$ cat src/rtl/mdu_iter.sv
// mdu_iter: iterative unsigned multiply/divide unit for the multi-cycle CPU.
// Takes two register-file operands, runs DATA_WIDTH shift-add or
// restoring-divide iterations, and returns the result as a one-cycle
// register-file write pulse (wen/waddr/wdata) together with done.
// Optional feature macro: MDU_DIV_EN. When it is defined, the restoring
// divider is built. When it is undefined, DIVU/REMU skip CALC and return
// all ones one cycle after acceptance.
`timescale 1ns/1ps
module mdu_iter #(
  parameter int DATA_WIDTH = 32,
  parameter int ADDR_WIDTH = 5
) (
  input  logic                  clk,
  input  logic                  rst,
  input  logic                  in_valid,
  output logic                  in_ready,
  input  logic [1:0]            in_op,
  input  logic [DATA_WIDTH-1:0] in_src1,
  input  logic [DATA_WIDTH-1:0] in_src2,
  input  logic [ADDR_WIDTH-1:0] in_rd,
  output logic                  wen,
  output logic [ADDR_WIDTH-1:0] waddr,
  output logic [DATA_WIDTH-1:0] wdata,
  output logic                  done
);

  localparam int CNT_W = $clog2(DATA_WIDTH);

  localparam logic [1:0] OP_MUL   = 2'b00;
  localparam logic [1:0] OP_MULHU = 2'b01;
`ifdef MDU_DIV_EN
  localparam logic [1:0] OP_DIVU  = 2'b10;
  localparam logic [1:0] OP_REMU  = 2'b11;
`endif

  typedef enum logic [1:0] {
    S_IDLE = 2'd0,
    S_CALC = 2'd1,
    S_DONE = 2'd2
  } state_t;

  state_t                  state_q, state_d;
  logic [1:0]              op_q;
  logic [ADDR_WIDTH-1:0]   rd_q;
  logic [CNT_W-1:0]        cnt_q;
  logic [DATA_WIDTH-1:0]   mcand_q;
  logic [2*DATA_WIDTH-1:0] prod_q;

  logic                    accept;
  logic                    last_iter;
  logic [DATA_WIDTH:0]     mul_sum;
  logic [2*DATA_WIDTH-1:0] prod_step;

`ifdef MDU_DIV_EN
  logic [DATA_WIDTH-1:0]   divisor_q;
  logic [DATA_WIDTH:0]     rem_q;
  logic [DATA_WIDTH-1:0]   quo_q;
  logic [DATA_WIDTH:0]     div_shift;
  logic [DATA_WIDTH:0]     div_diff;
  logic                    div_ge;
  logic [DATA_WIDTH:0]     rem_step;
  logic [DATA_WIDTH-1:0]   quo_step;
`endif

  logic                    done_d;
  logic                    wen_d;
  logic [ADDR_WIDTH-1:0]   dst_d;
  logic [DATA_WIDTH-1:0]   res_d;

  logic                    done_q;
  logic                    wen_q;
  logic [ADDR_WIDTH-1:0]   waddr_q;
  logic [DATA_WIDTH-1:0]   wdata_q;

  assign accept    = in_valid && in_ready;
  assign last_iter = (cnt_q == CNT_W'(DATA_WIDTH - 1));

  // One iteration of the datapath: shift-add multiply and restoring divide step.
  always_comb begin
    mul_sum   = {1'b0, prod_q[2*DATA_WIDTH-1:DATA_WIDTH]}
              + (prod_q[0] ? {1'b0, mcand_q} : '0);
    prod_step = {mul_sum, prod_q[DATA_WIDTH-1:1]};
`ifdef MDU_DIV_EN
    // Divisor 0 always "fits", so the quotient fills with ones and the
    // remainder ends up equal to the dividend without a special case.
    div_shift = {rem_q[DATA_WIDTH-1:0], quo_q[DATA_WIDTH-1]};
    div_diff  = div_shift - {1'b0, divisor_q};
    div_ge    = (div_shift >= {1'b0, divisor_q});
    rem_step  = div_ge ? div_diff : div_shift;
    quo_step  = {quo_q[DATA_WIDTH-2:0], div_ge};
`endif
  end

  // State register.
  // NOTE: every clocked block uses non-blocking (<=) assignments so all
  // registers update together from pre-edge values.
  always_ff @(posedge clk or posedge rst) begin
    if (rst) state_q <= S_IDLE;
    else     state_q <= state_d;
  end

  // Next-state logic.
  // NOTE: state_d gets a default before the case so no latch is inferred.
  always_comb begin
    state_d = state_q;
    unique case (state_q)
      S_IDLE: begin
        if (accept) begin
`ifdef MDU_DIV_EN
          state_d = S_CALC;
`else
          state_d = in_op[1] ? S_DONE : S_CALC;
`endif
        end
      end
      S_CALC:  if (last_iter) state_d = S_DONE;
      S_DONE:  state_d = S_IDLE;
      default: state_d = S_IDLE;
    endcase
  end

  // Operand capture at acceptance and one iteration per CALC cycle.
  // NOTE: datapath registers are reset too; the unit is required to come
  // out of reset with every internal register cleared.
  always_ff @(posedge clk or posedge rst) begin
    if (rst) begin
      op_q      <= '0;
      rd_q      <= '0;
      cnt_q     <= '0;
      mcand_q   <= '0;
      prod_q    <= '0;
`ifdef MDU_DIV_EN
      divisor_q <= '0;
      rem_q     <= '0;
      quo_q     <= '0;
`endif
    end else if (accept) begin
      op_q      <= in_op;
      rd_q      <= in_rd;
      cnt_q     <= '0;
      mcand_q   <= in_src1;
      prod_q    <= {{DATA_WIDTH{1'b0}}, in_src2};
`ifdef MDU_DIV_EN
      divisor_q <= in_src2;
      rem_q     <= '0;
      quo_q     <= in_src1;
`endif
    end else if (state_q == S_CALC) begin
      cnt_q <= cnt_q + 1'b1;
`ifdef MDU_DIV_EN
      if (op_q[1]) begin
        rem_q <= rem_step;
        quo_q <= quo_step;
      end else begin
        prod_q <= prod_step;
      end
`else
      prod_q <= prod_step;
`endif
    end
  end

  // Output decode: issue readiness and the values the DONE cycle will present.
  always_comb begin
    in_ready = (state_q == S_IDLE);
    done_d   = (state_d == S_DONE);
    // Straight from IDLE to DONE only happens for an undivided DIVU/REMU,
    // whose rd has not been captured yet.
    dst_d    = (state_q == S_IDLE) ? in_rd : rd_q;
    wen_d    = done_d && (dst_d != '0);
    res_d    = '1;
    if (state_q == S_CALC) begin
      case (op_q)
        OP_MUL:   res_d = prod_step[DATA_WIDTH-1:0];
        OP_MULHU: res_d = prod_step[2*DATA_WIDTH-1:DATA_WIDTH];
`ifdef MDU_DIV_EN
        OP_DIVU:  res_d = quo_step;
        OP_REMU:  res_d = rem_step[DATA_WIDTH-1:0];
`endif
        default:  res_d = '1;
      endcase
    end
  end

  // Registered write port: pulses for the DONE cycle, address/data hold after.
  always_ff @(posedge clk or posedge rst) begin
    if (rst) begin
      done_q  <= 1'b0;
      wen_q   <= 1'b0;
      waddr_q <= '0;
      wdata_q <= '0;
    end else begin
      done_q <= done_d;
      wen_q  <= wen_d;
      if (done_d) begin
        waddr_q <= dst_d;
        wdata_q <= res_d;
      end
    end
  end

  assign done  = done_q;
  assign wen   = wen_q;
  assign waddr = waddr_q;
  assign wdata = wdata_q;

endmodule

$ cat config.mk
export PLATFORM = sky130hd
export DESIGN_NAME = mdu_iter
export DESIGN_NICKNAME = d
export VERILOG_FILES = /design/src/rtl/mdu_iter.sv
export SDC_FILE = /design/constraint.sdc
export NUM_CORES = 1
export LEC_CHECK = 0
export BUFFER_PORTS_ARGS = -buffer_cell sky130_fd_sc_hd__buf_2
export CAP_MARGIN = 20
export CORE_MARGIN = 2
export CORE_UTILIZATION = 40
export DETAILED_ROUTE_END_ITERATION = 10
export GPL_ROUTABILITY_DRIVEN = 0
export PLACE_DENSITY = 0.67
export SETUP_SLACK_MARGIN = 0.1
export SLEW_MARGIN = 20
export SYNTH_ARGS = -nofsm -noshare
export SYNTH_HDL_FRONTEND = slang
export SYNTH_SLANG_ARGS = --single-unit
$ cat constraint.sdc
create_clock -name clk -period 4.7 [get_ports clk]
set_input_delay 0.235 -clock clk [delete_from_list [all_inputs] [get_ports clk]]
set_output_delay 0.235 -clock clk [all_outputs]
set_load 0.005 [all_outputs]
After elaboration in Yosys (flattened, before gate mapping)
Cells that the tools add are included.
Widths: inputs -> output; s select.

storage, ports and cells
  word-level logic and storage cells = 34
  memory bits (read-only) = 0
  bits in latches = 0
  RAM bits = 0
  memories kept = 0
  output and inout port bits = 40
  flip-flop bits (word level) = 149

cells by class
  div/mod/pow operators = 0
  $mul = 0
  equal/unequal tests = 4
  muxes and demuxes = 12
  reduce and logical (&&, ||, !) cells = 6
  add/sub/neg operators = 2
  order comparisons = 0
  shift operators = 0
  bitwise logic cells = 0

operator list
  operator             number
  $mux 64              2
  $mux 32              2
  $pmux 32 s2          1
  $add 32x32->33       1
  $mux 5               3
  $mux 2               3
  $add 5x1->5 const B  1
  $eq 5x5->1 const B   1
  $reduce_bool 5->1    1
  $eq 2x1->1 const B   2
  $logic_not 2->1      2
  $pmux 2 s2           1
  $eq 2x2->1 const B   1
  $logic_and 1x1->1    2
  $reduce_bool 2->1    1

Logic depth before layout (Yosys ltp)
  depth in word-level cells = 6
  gate-level depth with buffers = 12

Worst setup path after synthesis
No wires, ideal clock.

  path type = reg-to-reg
  from = reg prod_q[0]
  to = reg wdata_q[31], in the netlist wdata[31]
  setup time = 0.155 ns
  period minus slack after synthesis = 2.893 ns
  slack = 1.807 ns
  path buffers = 0
  arrival time = 2.738 ns
  stages on the path, launching flop included = 11
  cells stage by stage = dfrtp_1 -> and2_1 -> ha_1 -> fa_1 -> a21o_1 -> a221oi_4 -> o2bb2ai_4 -> a2111oi_4 -> o31ai_2 -> a2111oi_2 -> a31oi_1

between the ends
  word-level cells in the longest chain between the ends = 4

RTL lines
  item                    line  RTL
  start, declared         47    logic [2*DATA_WIDTH-1:0] prod_q;
  start signal, assigned  142   prod_q <= {{DATA_WIDTH{1'b0}}, in_src2};
  start signal, assigned  158   prod_q <= prod_step;
  $mux 32                 81    + (prod_q[0] ? {1'b0, mcand_q} : '0);
  $add 32x32->33          81
  $pmux 32 s2             173   case (op_q)
  $mux 32                 172   if (state_q == S_CALC) begin
  end signal, assigned    197   wdata_q <= res_d;
  end, declared           73    logic [DATA_WIDTH-1:0] wdata_q;

Every way passes these cells.
A chain may end at the register's enable or synchronous reset.

Worst setup path in the final report
Same ends and word-level chain as after synthesis.

==> results.sh <==
export IMPL_r2r_setup_slack_ns=1.14
export IMPL_cts_root_buf="clkbuf_16"
export IMPL_grt_setup_unrepaired="no"
export IMPL_pwr_share_comb=0.428
export IMPL_grt_overflow=0
export IMPL_grt_use_total=0.1992
export IMPL_start_util=0.4039
export IMPL_period_needed_ns=3.563
export IMPL_io_pins=114
export IMPL_final_setup_tns_ns=0
export IMPL_synth_area_leaders="dfrtp_1 46%, nand2_1 10%, ha_1 5.3%"
export IMPL_p_sw_mw=2.549
export IMPL_grt_max_degree=116
export IMPL_yosys_area_top_type="dfrtp_1"
export IMPL_cts_sinks=149
export IMPL_cts_tree="built"
export IMPL_critPathKind="reg -> reg"
export IMPL_syn_to_final_growth_pct=18.53
export IMPL_ys_seq_elements=149
export IMPL_htree_levels=4
export IMPL_async_flop_share=1.000
export IMPL_fp_row_count=52
export IMPL_core_area_sq_um=20040
export IMPL_die_area_sq_um=21390
export IMPL_peakVddDrop_mv=0.3624
export IMPL_grt_pass1_vias=6554
export IMPL_yosysWarnings=0
export IMPL_ys_types=62
export IMPL_clk_latency_ns=0.42
export IMPL_place_area_sq_um=8862
export IMPL_diodes=0
export IMPL_final_area_sq_um=9594
export IMPL_r2r_start="prod_q[0]"
export IMPL_fillers=2016
export IMPL_portBuffers=113
export IMPL_fin_nets=1117
export IMPL_critPathCapture="wdata[31]"
export IMPL_crit_cells=10
export IMPL_die_y_um=146.3
export IMPL_r2r_end="wdata[31]"
export IMPL_synth_main_ff_cell="dfrtp_1"
export IMPL_synth_avg_cell_area_sq_um=8.846
export IMPL_critPathMaxStageDelay_ns=0.67
export IMPL_antenna_found_initial=0
export IMPL_grt_met2_usage=0.2858
export IMPL_busiest_layer="met1"
export IMPL_place_hpwl_um=14730
export IMPL_ys_seq_area_frac=0.4607
export IMPL_drt_initial_drc_count=522
export IMPL_drc=0
export IMPL_vias=6905
export IMPL_ant_nets=0
export IMPL_violations="hold timing"
export IMPL_reg2reg_depth=10
export IMPL_tightest_slew_ns=1.094
export IMPL_drt_total_wl_um=20950
export IMPL_clockBufferDepth=2
export IMPL_syn_area_sq_um=8094
export IMPL_path_max_fanout=33
export IMPL_synthTopCellsByCount="220 x nand2_1, 149 x dfrtp_1, 66 x a21oi_1, 59 x o21ai_0, 58 x nor2_1"
export IMPL_p_per_area_nw_per_um2=635.7
export IMPL_drv_cap=0
export IMPL_max_freq_mhz=280.7
export IMPL_synth_most_common_cell="nand2_1"
export IMPL_p_leak_nw=4.351
export IMPL_maxSlewViolCount=0
export IMPL_hold_ws_ns=-0.03989
export IMPL_crit_slowest_cell="dfrtp_1"
export IMPL_via_per_inst=5.349
export IMPL_setup_viol=0
export IMPL_path_clk_slew_ns=0.06
export IMPL_switching_share=0.4180
export IMPL_grt_use_met1=0.3032
export IMPL_critPathBufInv=0
export IMPL_hold_violations=38
export IMPL_total_power_mw=6.099
export IMPL_crit_path_start="prod_q[0]"
export IMPL_fin_skew_ns=0.006235
export IMPL_syn_num_nets=1024
export IMPL_wl_per_cell_um=16.22
export IMPL_pwr_share_clk=0.230
export IMPL_cp_required_ns=4.97
export IMPL_met3_usage=0.04031
export IMPL_power_frac_seq=0.342
export IMPL_fin_crit_sh=0.7580
export IMPL_relSlewSlack=0.2690
export IMPL_arrival_ns=3.84
export IMPL_min_path_type="in -> async"
export IMPL_die_w_um=146.3
export IMPL_drive_above_1_share=0.1763
export IMPL_netlist_instances=915
export IMPL_grt_pass1_wl_um=34400
export IMPL_synth_edf_count=0
export IMPL_post_cts_setup_buffer_count=0
export IMPL_status="finished, violations left"
export IMPL_final_util=0.4788
export IMPL_cp_cell_sequence="and2_1, ha_1, fa_1, a21o_1, a221oi_4, o2bb2ai_4, a2111oi_4, o31ai_2, a2111oi_2, a31oi_1"
export IMPL_cp_end_kind="register"
export IMPL_yosys_area_top_type_share=0.4607
export IMPL_cts_made_buffers=17
export IMPL_p_int_mw=3.550
export IMPL_drtPass1Iterations=5
export IMPL_path_delay_family="compound AO/OA/AOI/OAI gates"
export IMPL_start_kind="register"
[kinds of logic (layout without fill, tap and decap cells)]
group | count (synthesis) | count (layout) | synth area share
buf+inv | 63 | 169 | 0.02952
compound gates | 239 | 239 | 0.2003
mux | 10 | 10 | 0.01237
fa+ha+maj | 35 | 35 | 0.05503
flops | 149 | 149 | 0.4607
simple gates | 388 | 388 | 0.2085
xor+xnor | 31 | 31 | 0.03354
[worst register-to-register path, cell delays in order (launching register included)]
cell       delay [ns]
dfrtp_1          0.67
and2_1           0.29
ha_1             0.22
fa_1             0.41
a21o_1           0.21
a221oi_4         0.35
o2bb2ai_4        0.13
a2111oi_4        0.47
o31ai_2          0.15
a2111oi_2        0.40
a31oi_1          0.13
[cell type report]
cell class | count | area (sq um) | share of cell area
flip-flops and latches | 149 | 3729 | 0.3886
inverters | 4 | 22.52 | 0.002347
clock inverters | 12 | 152.6 | 0.01591
well taps | 270 | 337.8 | 0.03521
multi-input cells | 703 | 4150 | 0.4326
clock buffers | 20 | 456.7 | 0.04760
repair buffers | 133 | 745.7 | 0.07773
[per-stage QoR]
| stage | worst slack [ns] | std cells |
|---|---|---|
| CTS | 1.134 | 1290 |
| global route | 0.8910 | 1291 |
| detailed placement | 1.131 | 1247 |
| finish | 1.137 | 1291 |
| global placement | 1.248 | 1247 |
| floorplan | 0.4570 | 915 |
[power groups by stage]
stage               sequential, mW  combinational [mW]  clock, mW
floorplan                     1.96                1.99          0
global placement              2.08                2.53          0
detailed placement            2.09                2.58          0
CTS                           2.09                2.60       1.43
global route                  2.15                2.95       1.48
finish                        2.09                2.61       1.40
[state kept, by name, indices dropped and copies added (netlist names)]
name	cells
waddr	5
rd_q	5
done	1
wen	1
cnt_q	5
prod_q	64
state_q	2
mcand_q	32
op_q	2
wdata	32
[placed cells by master (no fill, tap or decap), drive strengths merged, types with 3 or more instances in the layout]
master,synthesis,layout
o211ai,7,7
o32ai,6,6
and2,35,35
a21oi,66,66
buf,6,121
o31ai,4,4
dlygate4sd3,0,12
o21bai,5,5
and3,5,5
dfrtp,149,149
ha,34,34
nor2b,8,8
bufinv,0,3
nand3,43,43
inv,4,5
a2111oi,3,3
a22oi,32,32
mux2i,10,10
a31oi,9,9
nor2,59,59
clkinvlp,0,4
o21ai,62,62
nand4,5,5
xor2,15,15
xnor2,16,16
clkbuf,53,20
o22a,14,14
nand2,220,220
a21o,11,11
or3,4,4
clkinv,0,4
o21a,6,6
[repair_timing]
action | in CTS | in global routing
hold endpoints to repair | 11 | 1
hold buffers | 11 | 1
gates resized for setup | 0 | 0
[worst min path at each step]
stage,endpoint,depth (start not counted)
global placement,mcand_q[28],3
detailed placement,mcand_q[1],3
floorplan,mcand_q[0],2
CTS,mcand_q[19],3
global route,mcand_q[5],3
finish,waddr[1],2
[per-layer routing]
layer,vias to the layer above,part of all wire
met3,27,0.063
met1,3301,0.48
li1,3367,-
met4,0,0.016
met5,-,0
met2,210,0.44
Power figures use the tool's default switching activity.
